## config.mk

```make
export PLATFORM = sky130hd
export DESIGN_NAME = hs_rx_buffer
export DESIGN_NICKNAME = d
export VERILOG_FILES = /design/src/rtl/hs_pkg.sv /design/src/rtl/sync_bit.sv /design/src/rtl/hs_rx_buffer.sv
export SDC_FILE = /design/constraint.sdc
export NUM_CORES = 1
export LEC_CHECK = 0
export CAP_MARGIN = 20
export CORE_ASPECT_RATIO = 0.7
export CORE_MARGIN = 10
export CORE_UTILIZATION = 60
export CTS_CLUSTER_SIZE = 24
export DETAILED_ROUTE_END_ITERATION = 7
export DONT_BUFFER_PORTS = 1
export PLACE_DENSITY = 0.72
export SYNTH_ARGS = -nofsm -noshare
export SYNTH_HDL_FRONTEND = slang
export SYNTH_SLANG_ARGS = --single-unit
```

## constraint.sdc

```tcl
create_clock -name clk_b -period 2.9 [get_ports clk_b]
set_input_delay 0.435 -clock clk_b [delete_from_list [all_inputs] [get_ports clk_b]]
set_output_delay 0.435 -clock clk_b [all_outputs]
set_load 0.02 [all_outputs]
```

## src/rtl/hs_pkg.sv

```systemverilog
// rtl/hs_pkg.sv - shared types, widths and helpers for the req/ack receive buffer
package hs_pkg;

  localparam int HS_DATA_W_DEFAULT = 4;

  typedef enum logic [1:0] {
    RESYNC = 2'd0,
    IDLE   = 2'd1,
    ACK    = 2'd2
  } hs_rx_state_t;

  // Ceiling log2 usable in parameter expressions; returns 0 for values <= 1.
  function automatic int clog2(input int value);
    int result;
    result = 0;
    for (int i = 0; i < 31; i++) begin
      if ((1 << i) < value) begin
        result = i + 1;
      end
    end
    return result;
  endfunction

endpackage

```

## src/rtl/sync_bit.sv

```systemverilog
// rtl/sync_bit.sv - multi-flop single-bit synchroniser with configurable reset value
module sync_bit #(
  parameter int   STAGES  = 2,
  parameter logic RST_VAL = 1'b0
) (
  input  logic clk,
  input  logic rst,
  input  logic d,
  output logic q
);

  logic [STAGES-1:0] r_chain;

  // Shift the asynchronous input through the chain; only the first flop sees d.
  always_ff @(posedge clk) begin
    if (rst) begin
      r_chain <= {STAGES{RST_VAL}};
    end else begin
      r_chain <= {r_chain[STAGES-2:0], d};
    end
  end

  assign q = r_chain[STAGES-1];

endmodule

```

## src/rtl/hs_rx_buffer.sv

```systemverilog
// rtl/hs_rx_buffer.sv - req/ack handshake responder feeding a first-word-fall-through FIFO
module hs_rx_buffer
  import hs_pkg::*;
#(
  parameter int DATA_W      = HS_DATA_W_DEFAULT,
  parameter int DEPTH       = 4,
  parameter int SYNC_STAGES = 2,
  localparam int PTR_W      = clog2(DEPTH),
  localparam int LVL_W      = clog2(DEPTH + 1)
) (
  input  logic              clk_b,
  input  logic              rst,
  input  logic              data_req,
  input  logic [DATA_W-1:0] data,
  output logic              data_ack,
  output logic              out_valid,
  input  logic              out_ready,
  output logic [DATA_W-1:0] out_data,
  output logic [LVL_W-1:0]  fill_level
);

  logic              w_req_s;
  hs_rx_state_t      r_state;
  hs_rx_state_t      w_state_nxt;
  logic              r_ack;
  logic              w_ack_nxt;
  logic              w_push;
  logic              w_pop;
  logic              w_full;
  logic              w_empty;
  logic [PTR_W-1:0]  r_wptr;
  logic [PTR_W-1:0]  r_rptr;
  logic [LVL_W-1:0]  r_level;
  logic [DATA_W-1:0] r_mem [DEPTH];

  // Reset to 1 so a request that straddles reset looks still-asserted and RESYNC waits it out.
  sync_bit #(
    .STAGES  (SYNC_STAGES),
    .RST_VAL (1'b1)
  ) u_req_sync (
    .clk (clk_b),
    .rst (rst),
    .d   (data_req),
    .q   (w_req_s)
  );

  // Full/empty come from the registered level only, so a pop cannot unblock capture on the same edge.
  assign w_full  = (r_level == LVL_W'(DEPTH));
  assign w_empty = (r_level == '0);
  assign w_pop   = out_ready && !w_empty;

  // Handshake state and registered acknowledge.
  always_ff @(posedge clk_b) begin
    if (rst) begin
      r_state <= RESYNC;
      r_ack   <= 1'b0;
    end else begin
      r_state <= w_state_nxt;
      r_ack   <= w_ack_nxt;
    end
  end

  // Next-state logic; a word is written only on the IDLE->ACK transition.
  always_comb begin
    w_state_nxt = r_state;
    w_ack_nxt   = r_ack;
    w_push      = 1'b0;
    case (r_state)
      RESYNC: begin
        w_ack_nxt = 1'b0;
        if (!w_req_s) begin
          w_state_nxt = IDLE;
        end
      end
      IDLE: begin
        w_ack_nxt = 1'b0;
        if (w_req_s && !w_full) begin
          w_push      = 1'b1;
          w_ack_nxt   = 1'b1;
          w_state_nxt = ACK;
        end
      end
      ACK: begin
        w_ack_nxt = 1'b1;
        if (!w_req_s) begin
          w_ack_nxt   = 1'b0;
          w_state_nxt = IDLE;
        end
      end
      default: begin
        w_ack_nxt   = 1'b0;
        w_state_nxt = RESYNC;
      end
    endcase
  end

  // Storage array; contents are meaningful only between rptr and wptr, so no reset.
  always_ff @(posedge clk_b) begin
    if (w_push) begin
      r_mem[r_wptr] <= data;
    end
  end

  // Pointers wrap naturally because DEPTH is a power of two.
  always_ff @(posedge clk_b) begin
    if (rst) begin
      r_wptr <= '0;
      r_rptr <= '0;
    end else begin
      if (w_push) begin
        r_wptr <= r_wptr + PTR_W'(1);
      end
      if (w_pop) begin
        r_rptr <= r_rptr + PTR_W'(1);
      end
    end
  end

  // Occupancy count; simultaneous push and pop leaves it unchanged.
  always_ff @(posedge clk_b) begin
    if (rst) begin
      r_level <= '0;
    end else begin
      case ({w_push, w_pop})
        2'b10:   r_level <= r_level + LVL_W'(1);
        2'b01:   r_level <= r_level - LVL_W'(1);
        default: r_level <= r_level;
      endcase
    end
  end

  assign data_ack   = r_ack;
  assign out_valid  = !w_empty;
  assign out_data   = w_empty ? '0 : r_mem[r_rptr];
  assign fill_level = r_level;

endmodule

```

==> summary.md, run 1 <==
| Metric | Value |
|---|---|
| Yosys top cell area share | 36.6% |
| Initial Util | 61.9% |
| Htree depth | 2 |
| Critical Path AT | about 2.7 ns |
| Post-synth EDFFs | 16 |
| Syn_nets | approximately 120 |
| Peak Freq | 408 MHz |
| Met3 Usage GRT | 5.86% |
| Slew headroom | 67.2% |
| CTS root buf | clkbuf_4 |
| Detailed Place HPWL | approximately 1600 µm |
| Worst hold path type | primary input to register |
| Most common cell in the netlist | edfxtp_1 |
| Post-synth top cells | 16 x edfxtp_1, 14 x dfxtp_1, 11 x inv_1, 9 x ha_1, 8 x nor2_1 |
| Hold path depth | 1 |
| CP Capture Type | register |
| Total power | roughly 0.94 mW |
| Ys flop type | edfxtp_1 |
| Synthesized area | 0.00131 mm² |
| Vias in the first global route | 706 |
| Avg WL per Cell | 15.0 µm |
| Multi-input logic area | 505 µm² |
| Syn. warnings | 0 |
| Clk buf depth | 2 |
| Routed via count | 740 |
| Later-pin clock latency in the skew report | 0.33 ns |
| Via density | 5.21 |
| Cells after Synth | 103 |
| RSZ-0062 raised after global routing | false |
| Routed WL | 2130 µm |
| Die area | around 0.0045 mm² |
| PwrDens | between 600 and 700 mW/mm² |
| Max VDD drop | between 0.3 and 0.4 mV |
| GPL Wtd Cong | 0.746 |
| GRT Total Usage | 11.2% |
| Min Tclk post-route | 2.45 ns |
| GR Layer Usage met1 | 14.2% |
| Post-synth top area cell | edfxtp_1 |
| Final hold slack | 0.165 ns |
| Filler Cell Count | 154 |
| Die height | a little under 60 µm |
| Post-synth ARST share | 0% |
| Top cells by area, synth | edfxtp_1 37%, dfxtp_1 21%, ha_1 8.6% |
| Final nets | 127 |
| I/O pin cnt | 17 |
| Startpoint Class | register |
| Area growth, synth to finish | 7.35% |
| Finish-stage setup viols | 0 |
| DRC viols | 0 |
| Die width | between 70 and 80 µm |
| Grt peak-use layer | met2 |
| CTS Buf Count | 5 |
| First-pass GRT wire length | 3560 µm |
| R2R depth | 9 |
| Final Skew | roughly 0.0074 ns |
| Clk sinks | 30 |
| Sequential area share after synthesis | around three fifths |
| Clock Pin Slew Worst Setup and Hold Paths | 0.09 ns |
| Final ANT Viol Nets | 0 |
| Drt first pass iters | 4 |
| Number of port buffers | 0 |
| Count of different cell masters after synthesis | 25 |
| Hold-fix buffers, CTS | 0 |
| Grt total ovfl | 0 |
| Layout cells sized above 1 | between 10% and 20% |
| Initial antenna violation count | 0 |
| Postcts setup bufs | 0 |
| Iter 0 DRT Violations | 44 |
| Worst Setup Path Type | register to register |
| Fin Setup TNS | 0 ns |
| Max_cap viols | 0 |
| Row cnt | 14 |
| Core area | 0.00212 mm² |
| CP required | 3.16 ns |
| Largest net degree at the start of global routing | 16 |
| Pre-CTS setup slack | between 0.4 and 0.5 ns |
| Status | complete, no violations |
| #FFs+latches synth | 30 |
| Final Cycle Share | approximately 85% |
| FF/Latch Area | between 700 and 800 µm² |
| Final hold violation count | 0 |
| Leak | 0.507 nW |
| Worst-path maximum fanout | 6 |
| CTS tree | yes |
| ANT cells | 0 |
| Post-cts resize count | 0 |
| Fin. max-slew vios | 0 |
| Avg Cell Area, Syn | 12.7 µm² |
| Slew @ Worst Pin | 0.489 ns |
| Met2 Use GR | 15.2% |
| Final setup margin | 0.446 ns |
==> final timing paths <==
kind	start	end	slack, ns
max	fill_level[2]$_SDFFE_PP0P_	fill_level[2]$_SDFFE_PP0P_	0.45
min	rst	r_rptr[0]$_SDFFE_PP0P_	0.16
min reg2reg	u_req_sync.r_chain[0]$_SDFF_PP1_	u_req_sync.r_chain[1]$_SDFF_PP1_	0.42
max reg2reg	fill_level[2]$_SDFFE_PP0P_	fill_level[2]$_SDFFE_PP0P_	0.45
==> kinds of logic after synthesis <==
logic type	after synthesis	synth area share, %
flip-flops	30	58.0
AND/OR/NAND/NOR	29	12.8
AO/OA/AOI/OAI	15	6.77
buffers and inverters	12	3.43
adder cells (fa/ha/maj)	10	10.1
multiplexers	4	6.87
XOR/XNOR	3	2.00
==> routing by layer <==
layer / share of wire (%) / vias up
li1: - / 367
met1: 47 / 352
met2: 42 / 17
met3: 8.5 / 4
met4: 2.2 / 0
met5: 0 / -
==> state kept, by name (all words and copies together) (netlist names), named ones only <==
signal and cells:
data_ack 1, fill_level 3, r_mem 16, r_rptr 2
r_state 2, r_wptr 2, u_req_sync.r_chain 2
==> stage by stage <==
step / cells / instance area (µm²) / utilization (%)
5_1_grt: 142 / 1410 / 66.4
3_5_place_dp: 134 / 1350 / 63.6
6_report: 142 / 1410 / 66.4
2_1_floorplan: 103 / 1310 / -
4_1_cts: 142 / 1410 / 66.4
3_3_place_gp: 134 / 1350 / 63.6
==> placed cells by master (no fill, tap or decap), drive strengths merged <==
cell    synthesis  routed
and2            4       4
a211oi          1       1
mux4            4       4
nand2           3       3
or2             2       2
or3             3       3
or4b            1       1
fa              1       1
nor3b           1       1
nor3            1       1
ha              9       9
xor2            3       3
o21bai          1       1
a21oi           6       6
clkbuf          1       7
dfxtp          14      14
nand2b          2       2
edfxtp         16      16
nor2            8       8
o21ai           4       4
o32ai           1       1
o31ai           2       2
nor2b           4       4
clkinv          0       1
inv            11      11
==> critical path, stage by stage (launching register included) <==
cell and delay, ns:
dfxtp_1 0.53, nor3b_2 0.34, nor2_1 0.15, inv_1 0.14
ha_1 0.20, inv_1 0.06, fa_1 0.37, xor2_1 0.17
or3_1 0.31, a21oi_1 0.13
==> cell type report <==
type / count / share of cell area (%)
Sequential cell: 30 / 54.0
Inverter: 11 / 2.93
Clock buffer: 7 / 3.91
Clock inverter: 1 / 0.356
Multi-Input combinational cell: 61 / 35.9
Tap cell: 32 / 2.84
==> power breakdown <==
| group | switching, mW | internal, mW |
|---|---|---|
| Clock | 0.137 | 0.117 |
| Sequential | 0.0438 | 0.470 |
| Combinational | 0.107 | 0.0678 |
Note: power is estimated with default switching activity, not from simulation.
==> run 2: changes to the inputs <==
- clock period: 2.9 -> 2.28 ns (I/O delays scaled with it)
==> run 2 against run 1 <==
Clock-buffer cell count decreased by 1. Cell count is 3.5% higher. Global-route usage rose by 0.13 points. Hold slack worse by 0.088 ns. Clock power up 14%. Die area stayed put. Critical path depth increased by 2. Critical endpoint unchanged. Largest power group unchanged.
==> summary.md, run 2 (same netlist as run 1, synthesis figures left out) <==
| Metric | Value |
|---|---|
| Hold-fix buffers, CTS | 0 |
| Final ANT Viol Nets | 0 |
| CTS Buf Count | 5 |
| ANT cells | 0 |
| Most frequent cells in the layout | 16 x edfxtp_1, 13 x dfxtp_1, 10 x inv_1, 8 x nor2_1, 7 x ha_1 |
| Crit-path cells | inv_1, ha_2, nand2_2, nor2_1, inv_2, ha_2, inv_1, fa_1, xor2_1, or3_1, a21oi_1 |
| Fin. max-slew vios | 0 |
| CP Capture Type | register |
| Routed WL | 2210 µm |
| Clock Pin Slew Worst Setup and Hold Paths | 0.09 ns |
| Vias in the first global route | 773 |
| Final nets | 132 |
| Routed via count | 768 |
| Detailed Place HPWL | 1670 µm |
| Htree depth | 2 |
| CTS root buf | clkbuf_4 |
| Area growth, synth to finish | 10.2% |
| Min Tclk post-route | 2.14 ns |
| Later-pin clock latency in the skew report | 0.32 ns |
| Worst-path maximum fanout | 4 |
| Clk buf depth | 2 |
| First-pass GRT wire length | 3630 µm |
| CP required | roughly 2.5 ns |
| RR Startpoint | r_state[1]$_SDFFE_PP0P_ |
| Part of the power in registers | between 50 and 60% |
| Sw Share | 31.2% |
| Row cnt | 14 |
| Power Internal | between 0.8 and 0.9 mW |
| Number of port buffers | 0 |
| PwrDens | 826 mW/mm² |
| Avg WL per Cell | 15.0 µm |
| Finish-stage setup viols | 0 |
| GPL Wtd Cong | 0.747 |
| Crit-path max cell delay | 0.37 ns |
| Final Skew | ~0.0064 ns |
| Post-DP Area | around 0.0014 mm² |
| Via density | 5.22 |
| Iter 0 DRT Violations | 63 |
| CP startpoint | r_state[1]$_SDFFE_PP0P_ |
| Die height | 59.1 µm |
| GRT Total Usage | between 10% and 20% |
| Worst Setup Path Type | register to register |
| Final instance area | ~0.0014 mm² |
| Initial Util | 61.9% |
| Core area | around 0.0021 mm² |
| DRC viols | 0 |
| Critical Path AT | 2.40 ns |
| Cell at the slowest stage of the critical path | fa_1 |
| I/O pin cnt | 17 |
| Status | complete, no violations |
| Slew headroom | 68.3% |
| Max VDD drop | 0.407 mV |
| Startpoint Class | register |
| Grt total ovfl | 0 |
| Combinational Power Share | 22.2% |
| Final hold violation count | 0 |
| Post-route core utilization | between 60% and 70% |
| Worst hold path type | primary input to register |
| Largest net degree at the start of global routing | 16 |
| Flip-flop count of the largest register after layout | 16 |
| RSZ-0062 raised after global routing | false |
| Hold Crit Start | rst |
| Commonest non-fill, non-tap cell in the layout | edfxtp_1 |
| Final Cycle Share | 93.9% |
| Slew @ Worst Pin | roughly 0.47 ns |
| Die width | 75.9 µm |
| Total power | between 1 and 1.5 mW |
| Max_cap viols | 0 |
| Peak Freq | ~470 MHz |
| Initial antenna violation count | 0 |
| Sw power | 0.373 mW |
| Pre-CTS setup slack | -0.000726 ns |
| Die area | 0.00449 mm² |
| Final setup margin | ~0.14 ns |
| Leak | 0.530 nW |
| Clock share of power | around a quarter |
| Clk sinks | 30 |
| Layout cells sized above 1 | between 20% and 30% |
| Largest register by flop count | r_mem |
| CTS tree | yes |
| Drt first pass iters | 4 |
-- run 2: layer usage --
layer | up-vias | wire length, µm | global-route usage (%)
met5 | - | 0 | 0
met4 | 0 | 14 | 5.28
met3 | 2 | 164 | 7.37
met2 | 17 | 974 | 15.0
met1 | 367 | 1050 | 14.0
li1 | 382 | - | -
-- run 2: final timing paths --
check / cells after the start / slack (ns) / endpoint
setup / recovery: 11 / 0.14 / fill_level[2]$_SDFFE_PP0P_
hold / removal: 1 / 0.08 / fill_level[0]$_SDFFE_PP0P_
setup reg to reg: 11 / 0.14 / fill_level[2]$_SDFFE_PP0P_
hold reg to reg: 1 / 0.43 / u_req_sync.r_chain[1]$_SDFF_PP1_
-- run 2: cell type report --
class | instances | area, µm²
timing repair buffer | 5 | 37.5
multi-input combinational | 61 | 513
inverter | 11 | 41.3
clock buffer | 6 | 41.3
sequential | 30 | 762
clock inverter | 2 | 10.0
fill | 151 | 674
tap | 32 | 40.0
-- run 2: power groups by stage --
stage | logic [mW] | registers, mW | clock network [mW]
floorplan | 0.190 | 0.657 | 0
global placement | 0.254 | 0.650 | 0
detailed placement | 0.262 | 0.652 | 0
CTS | 0.265 | 0.640 | 0.301
global route | 0.291 | 0.645 | 0.336
finish | 0.265 | 0.640 | 0.289
-- run 2: stage by stage --
step / setup TNS (ns) / hold slack, ns / std cells
6_report: 0 / 0.0764 / 147
4_1_cts: 0 / 0.0624 / 147
5_1_grt: 0 / 0.0323 / 147
3_5_place_dp: -0.000726 / 0.410 / 139
3_3_place_gp: 0 / 0.398 / 139
2_1_floorplan: 0 / 0.393 / 103
-- run 2: worst max-delay path: cells and delay by family, from the launching register on --
kind / cells / cell delay, ns
DFF: 1 / 0.35
AOI/OAI and AO/OA: 1 / 0.16
adders and majority gates: 3 / 0.75
and+or+nand+nor: 3 / 0.46
xor gates and xnor gates: 1 / 0.16
buffers and inverters: 3 / 0.20
-- run 2: repair_timing --
item | in CTS | in global routing
setup endpoints to repair | 1 | 1
endpoints found under the hold margin | 0 | 0
buffers inserted | 0 | 0
resized for setup | 1 | 4
cloned | 0 | 0
